==> src/rtl/mux_4_pkg.sv <==
// Shared definitions for the mux_4 slice.
//   SEL_R1..SEL_R4 : select codes {s1,s0} that choose operand r1..r4
//   DATA_W         : default operand / result width
package mux_pkg;

    localparam logic [1:0] SEL_R1 = 2'b00;
    localparam logic [1:0] SEL_R2 = 2'b01;
    localparam logic [1:0] SEL_R3 = 2'b10;
    localparam logic [1:0] SEL_R4 = 2'b11;

    localparam int DATA_W = 8;

endpackage

==> src/rtl/mux_4_if.sv <==
// Bus bundle between a mux_4 instance and whatever drives its operands.
//   r1..r4  : operand buses (WIDTH bits)
//   s0, s1  : select LSB / MSB
//   en      : capture enable
//   out     : selected operand
//   sel_q   : select captured with out, as {s1,s0}
//   sel_chg : one-cycle pulse when the captured select changes
// master = operand source, slave = the multiplexer.
interface mux_4_if
    import mux_pkg::*;
#(
    parameter int WIDTH = DATA_W
);
    logic [WIDTH-1:0] r1;
    logic [WIDTH-1:0] r2;
    logic [WIDTH-1:0] r3;
    logic [WIDTH-1:0] r4;
    logic             s0;
    logic             s1;
    logic             en;
    logic [WIDTH-1:0] out;
    logic [1:0]       sel_q;
    logic             sel_chg;

    modport master (
        output r1, r2, r3, r4, s0, s1, en,
        input  out, sel_q, sel_chg
    );

    modport slave (
        input  r1, r2, r3, r4, s0, s1, en,
        output out, sel_q, sel_chg
    );
endinterface

==> src/rtl/mux_4_mux_2.sv <==
// 2:1 multiplexer, the leaf cell of the mux_4 select tree.
//   a : chosen when s = 0
//   b : chosen when s = 1
//   s : select
//   y : result
module mux_2 #(
    parameter int WIDTH = 8
) (
    input  logic [WIDTH-1:0] a,
    input  logic [WIDTH-1:0] b,
    input  logic             s,
    output logic [WIDTH-1:0] y
);

    assign y = s ? b : a;

endmodule

==> src/rtl/mux_4.sv <==
// 4-to-1 datapath multiplexer with optional output register.
//   clk   : system clock, rising edge
//   rst_n : asynchronous active-low reset
//   bus   : mux_4_if slave port (operands, selects, enable, out, sel_q, sel_chg)
// REGISTERED=1 gives a reset-defined registered out with one edge of latency;
// REGISTERED=0 makes out a pure combinational decode. sel_q / sel_chg are
// registered in both builds.
module mux_4
    import mux_pkg::*;
#(
    parameter int WIDTH      = DATA_W,
    parameter bit REGISTERED = 1'b1
) (
    input  logic       clk,
    input  logic       rst_n,
    mux_4_if.slave     bus
);

    logic [WIDTH-1:0] lvl0_lo_s;
    logic [WIDTH-1:0] lvl0_hi_s;
    logic [WIDTH-1:0] mux_s;
    logic [1:0]       sel_s;
    logic [1:0]       sel_q_r;
    logic             sel_chg_r;

    assign sel_s = {bus.s1, bus.s0};

    // First tree level splits on s0: (r1,r2) and (r3,r4).
    mux_2 #(.WIDTH(WIDTH)) u_lvl0_lo (
        .a (bus.r1),
        .b (bus.r2),
        .s (bus.s0),
        .y (lvl0_lo_s)
    );

    mux_2 #(.WIDTH(WIDTH)) u_lvl0_hi (
        .a (bus.r3),
        .b (bus.r4),
        .s (bus.s0),
        .y (lvl0_hi_s)
    );

    // Second level picks the half with s1, completing a full decode.
    mux_2 #(.WIDTH(WIDTH)) u_lvl1 (
        .a (lvl0_lo_s),
        .b (lvl0_hi_s),
        .s (bus.s1),
        .y (mux_s)
    );

    // Captured select and change pulse; the pulse is compared against the
    // previously captured select, so the first capture after reset compares to SEL_R1.
    always_ff @(posedge clk or negedge rst_n) begin
        if (!rst_n) begin
            sel_q_r   <= SEL_R1;
            sel_chg_r <= 1'b0;
        end else if (bus.en) begin
            sel_q_r   <= sel_s;
            sel_chg_r <= (sel_s != sel_q_r);
        end else begin
            sel_q_r   <= sel_q_r;
            sel_chg_r <= 1'b0;
        end
    end

    assign bus.sel_q   = sel_q_r;
    assign bus.sel_chg = sel_chg_r;

    generate
        if (REGISTERED) begin : g_out_reg
            logic [WIDTH-1:0] out_r;

            // Output register: captures the decoded operand when enabled.
            always_ff @(posedge clk or negedge rst_n) begin
                if (!rst_n) begin
                    out_r <= {WIDTH{1'b0}};
                end else if (bus.en) begin
                    out_r <= mux_s;
                end else begin
                    out_r <= out_r;
                end
            end

            assign bus.out = out_r;
        end else begin : g_out_comb
            // Zero-latency build: out is the raw decode, independent of en/rst_n.
            assign bus.out = mux_s;
        end
    endgenerate

endmodule

==> src/flat_wrapper.sv <==
// flat-port wrapper written by rule: the top's interface ports become plain ports
module mux_4_flat import mux_pkg::*;
#(
    parameter int WIDTH      = DATA_W,
    parameter bit REGISTERED = 1'b1
)
  (clk, rst_n, bus_r1, bus_r2, bus_r3, bus_r4, bus_s0, bus_s1, bus_en, bus_out, bus_sel_q, bus_sel_chg);
  mux_4_if #(.WIDTH(WIDTH)) bus_i ();
  input  logic clk;
  input  logic rst_n;
  input wire logic [$bits(bus_i.r1)-1:0] bus_r1;
  input wire logic [$bits(bus_i.r2)-1:0] bus_r2;
  input wire logic [$bits(bus_i.r3)-1:0] bus_r3;
  input wire logic [$bits(bus_i.r4)-1:0] bus_r4;
  input wire logic [$bits(bus_i.s0)-1:0] bus_s0;
  input wire logic [$bits(bus_i.s1)-1:0] bus_s1;
  input wire logic [$bits(bus_i.en)-1:0] bus_en;
  output wire logic [$bits(bus_i.out)-1:0] bus_out;
  output wire logic [$bits(bus_i.sel_q)-1:0] bus_sel_q;
  output wire logic [$bits(bus_i.sel_chg)-1:0] bus_sel_chg;
  assign bus_i.r1 = bus_r1;
  assign bus_i.r2 = bus_r2;
  assign bus_i.r3 = bus_r3;
  assign bus_i.r4 = bus_r4;
  assign bus_i.s0 = bus_s0;
  assign bus_i.s1 = bus_s1;
  assign bus_i.en = bus_en;
  assign bus_out = bus_i.out;
  assign bus_sel_q = bus_i.sel_q;
  assign bus_sel_chg = bus_i.sel_chg;
  mux_4 #(.WIDTH(WIDTH), .REGISTERED(REGISTERED)) u_core (.clk(clk), .rst_n(rst_n), .bus(bus_i));
endmodule
==> config.mk <==
export PLATFORM = sky130hd
export DESIGN_NAME = mux_4_flat
export DESIGN_NICKNAME = d
export VERILOG_FILES = /design/src/rtl/mux_4_pkg.sv /design/src/rtl/mux_4_if.sv /design/src/rtl/mux_4_mux_2.sv /design/src/rtl/mux_4.sv /design/src/flat_wrapper.sv
export SDC_FILE = /design/constraint.sdc
export NUM_CORES = 1
export LEC_CHECK = 0
export CAP_MARGIN = 25
export CORE_MARGIN = 1
export CORE_UTILIZATION = 31
export CTS_BUF_LIST = sky130_fd_sc_hd__clkbuf_2 sky130_fd_sc_hd__clkbuf_4 sky130_fd_sc_hd__clkbuf_8
export CTS_CLUSTER_DIAMETER = 30
export CTS_CLUSTER_SIZE = 25
export DETAILED_ROUTE_END_ITERATION = 16
export GPL_ROUTABILITY_DRIVEN = 0
export PLACE_DENSITY = 0.77
export SETUP_SLACK_MARGIN = 0.3
export SYNTH_ARGS = -nofsm -noshare
export SYNTH_HDL_FRONTEND = slang
export SYNTH_SLANG_ARGS = --single-unit
==> constraint.sdc <==
create_clock -name clk -period 0.8 [get_ports clk]
set_clock_uncertainty 0.1 [all_clocks]
set_input_delay 0.08 -clock clk [delete_from_list [all_inputs] [get_ports clk]]
set_output_delay 0.08 -clock clk [all_outputs]
set_load 0.05 [all_outputs]
Yosys cells after proc, flatten, opt, wreduce, memory -nomap -nowiden
Index checks and enable logic that the tools add are counted.

word-level totals
  register bits = 11
  input bits = 37
  output and inout port bits = 11
  logic and storage cells = 8

operators by class
  equal/unequal tests = 1
  mux-type cells = 4

operators by type and width
  operator      count
  $mux W8       3
  $ne A2 B2 Y1  1
  $mux W1       1

Longest topological paths before layout
  depth after elaboration = 2
  depth in mapped cells = 4

By module
Synthesis repeated with hierarchy kept, for this count alone.

second synthesis, totals
  cells, all modules = 52
  area total of the unflattened synthesis = 855.8 µm²

by module, submodules not included
  module  times used  cells each  area each (µm²)
  mux_4   1           25          461.7
  mux_2   3           9           131.4

Worst setup path after synthesis
OpenSTA, ideal clock, no wires.

  kind = reg2reg
  start point = register u_core.bus.sel_q[0] (netlist name)
  end point = register u_core.sel_q_r[0], in the netlist u_core.bus.sel_q[0]
  library setup time = 0.125 ns
  arrival time = 0.887 ns
  data required time = 0.575 ns
  setup slack = -0.312 ns
  cell stages (with the launch flop) = 2
  buffers on the path = 0
  period minus slack after synthesis = 1.112 ns
  cell sequence = dfrtp_1 > mux2_2

RTL lines
  item                  line         text
  to (signal assigned)  mux_4.sv:58  sel_q_r <= sel_s;
  to (signal assigned)  mux_4.sv:61  sel_q_r <= sel_q_r;
  to (decl)             mux_4.sv:23  logic [1:0] sel_q_r;

Final worst setup path
  start point = register u_core.sel_q_r[0], in the netlist u_core.bus.sel_q[0]
  end point = output bus_sel_q[0]

RTL lines
  item       line                text
  to (decl)  flat_wrapper.sv:19  output wire logic [$bits(bus_i.sel_q)-1:0] bus_sel_q;

No word-level cell between the ends.

==> run metrics <==
first-pass GRT wire length between 2 and 3 mm; CTS Hold Bufs 0; Routed Antenna Nets 0; Hold Path Class input port to asynchronous set/reset pin; clock sinks 11; dpl cells about 130; CTS tree built; ranking of synthesized cells by area dfrtp_1 42%, mux2i_1 25%, o221ai_1 11%; DR vias/cell ~5; #FFs+latches synth 11; cell taking the most area after synthesis dfrtp_1; FP Rows 16; initial antenna violation count 0; share of cells above drive strength 1 0.460; CTS clk-pin slew, worst paths 0.07 ns; Die Y 47.8 um; setup total negative slack -3.47 ns; Critical Path Sink Type output port; area grow syn2layout 127%; worst setup path category flip-flop to output port; power per cell area roughly 1500 mW/mm^2; vias in the first global route just under 600; failing checks negative setup slack; Post-Synthesis Cells 55; f_max ~900 MHz; # setup viols final 22; CTS Buf Count 3; Critical Path RT a little over 0.6 ns; most frequent cells in the layout 33 x clkdlybuf4s50_1, 15 x mux2i_1, 13 x buf_12; Rel. slew slack 0.825; Remaining DRCs 0; unrepaired setup endpoints after global routing true; root buf cell clkbuf_4; IO Port Bufs 47; GRT Util Overall 0.170; min cycle time layout 1.12 ns; Slew Viols, Final 0; sequential fraction of the synthesis area 0.423; internal reg-to-reg setup slack -0.23 ns; non-filler cells, final 140; Leak Pwr 0.627 nW; placed cell areas about 0.0013 mm^2; dpl ws -0.609 ns; Synthesized Nets 92; commonest non-fill, non-tap cell in the layout clkdlybuf4s50_1; Final Net Count 151; Worst EP arrival about 0.94 ns; Pre-antenna DRT Iters 4; Min Hold Slack roughly 0.085 ns; post-DP HPWL between 1 and 1.5 mm; fin util 0.751; Max-Cap Viols 0; fin area roughly 0.0015 mm^2; global route overflow 0; outcome finished with violations; Initial Utilization 0.332; DR WL/cell about 16 um; crit-path max FO 2; I/O pins 48; YS warnings 0; top cell type's share of synthesized area 0.423; synth unique cells 14; Design Power between 2 and 2.5 mW; DR iter-0 viols 7; routed wire length approximately 2.3 mm; Fillers 131; Least-Margin Pin Slew approximately 0.26 ns; core footprint ~0.0020 mm^2; worst-skew pair later-pin latency roughly 0.27 ns; # diodes 0; Syn Area/Cell about 12 um^2; Synth Cell Area 651 um^2; Final Hold Viols 0; die area approximately 0.0023 mm^2; H-tree depth 1; CP Launch Type flip-flop; via count about 700; final cycle utilization of the critical path 1.40; worst vdd ir 0.00112 V; Setup WS post-layout -0.317 ns; largest net degree at the start of global routing 12; die width 47.8 um; clock buffer depth 2
## synth_stat cells
cell type and count:
mux2_2 1, o221ai_1 8, mux2i_1 16, nand2_1 1
buf_1 1, xnor2_1 2, buf_12 1, buf_6 1
dfrtp_1 11, inv_1 1, a21boi_1 1, o21ai_0 1
nand2b_1 9, buf_2 1
## per-layer routing
layer | routed length (um) | vias to the layer above | global-route usage
met4 | 19 | 0 | 0.0500
met3 | 245 | 4 | 0.0566
met2 | 995 | 39 | 0.273
li1 | - | 327 | -
met1 | 992 | 314 | 0.216
met5 | 0 | - | 0
## final timing paths
check                                           startpoint                         endpoint  cells after the start
setup / recovery           u_core.bus.sel_q[0]$_DFFE_PN0P_                     bus_sel_q[0]                      2
min in group clk                                    bus_s0  u_core.bus.sel_q[0]$_DFFE_PN0P_                      3
hold reg to reg              u_core.bus.out[6]$_DFFE_PN0P_    u_core.bus.out[6]$_DFFE_PN0P_                      2
hold / removal                                       rst_n  u_core.bus.sel_q[1]$_DFFE_PN0P_                      2
setup reg to reg           u_core.bus.sel_q[0]$_DFFE_PN0P_  u_core.bus.sel_q[0]$_DFFE_PN0P_                      2
max in group asynchronous                            rst_n    u_core.bus.out[0]$_DFFE_PN0P_                      2
## sequential cells by signal, summed over array words and instances (netlist names)
signal	count
u_core.bus.out	8
u_core.bus.sel_q	2
u_core.bus.sel_chg	1
## kinds of logic (layout without fill, tap and decap cells)
kind of cell | count (synthesis) | in the layout | share of synthesized area
XOR/XNOR | 2 | 2 | 0.0269
AO/OA/AOI/OAI | 10 | 10 | 0.127
flip-flops | 11 | 11 | 0.423
buffers and inverters | 5 | 63 | 0.0673
multiplexers | 17 | 17 | 0.263
AND/OR/NAND/NOR | 10 | 10 | 0.0923
## area by class of cell
class                           count  area (um^2)  share of cell area
Multi-Input combinational cell     39          405               0.275
Clock buffer                        4         30.0              0.0204
Sequential cell                    11          289               0.196
Tap cell                           27         33.8              0.0229
Inverter                            1         3.75             0.00255
Timing Repair Buffer               58          712               0.483
## where the power goes
| part | switching (mW) | internal (mW) |
|---|---|---|
| logic | 0.466 | 0.603 |
| registers | 0.0732 | 0.635 |
| clock network | 0.191 | 0.227 |
## critical path, cell delays in order, from the launching register on
cell	delay, ns
dfrtp_2	0.41
buf_6	0.12
buf_12	0.13
## timing repair
item	4_1_cts	5_1_grt
cloned	1	0
setup buffers	3	0
endpoints found under the setup margin	22	22
pin swaps	1	0
gates resized for setup	17	8
Power figures use the tool's default switching activity.
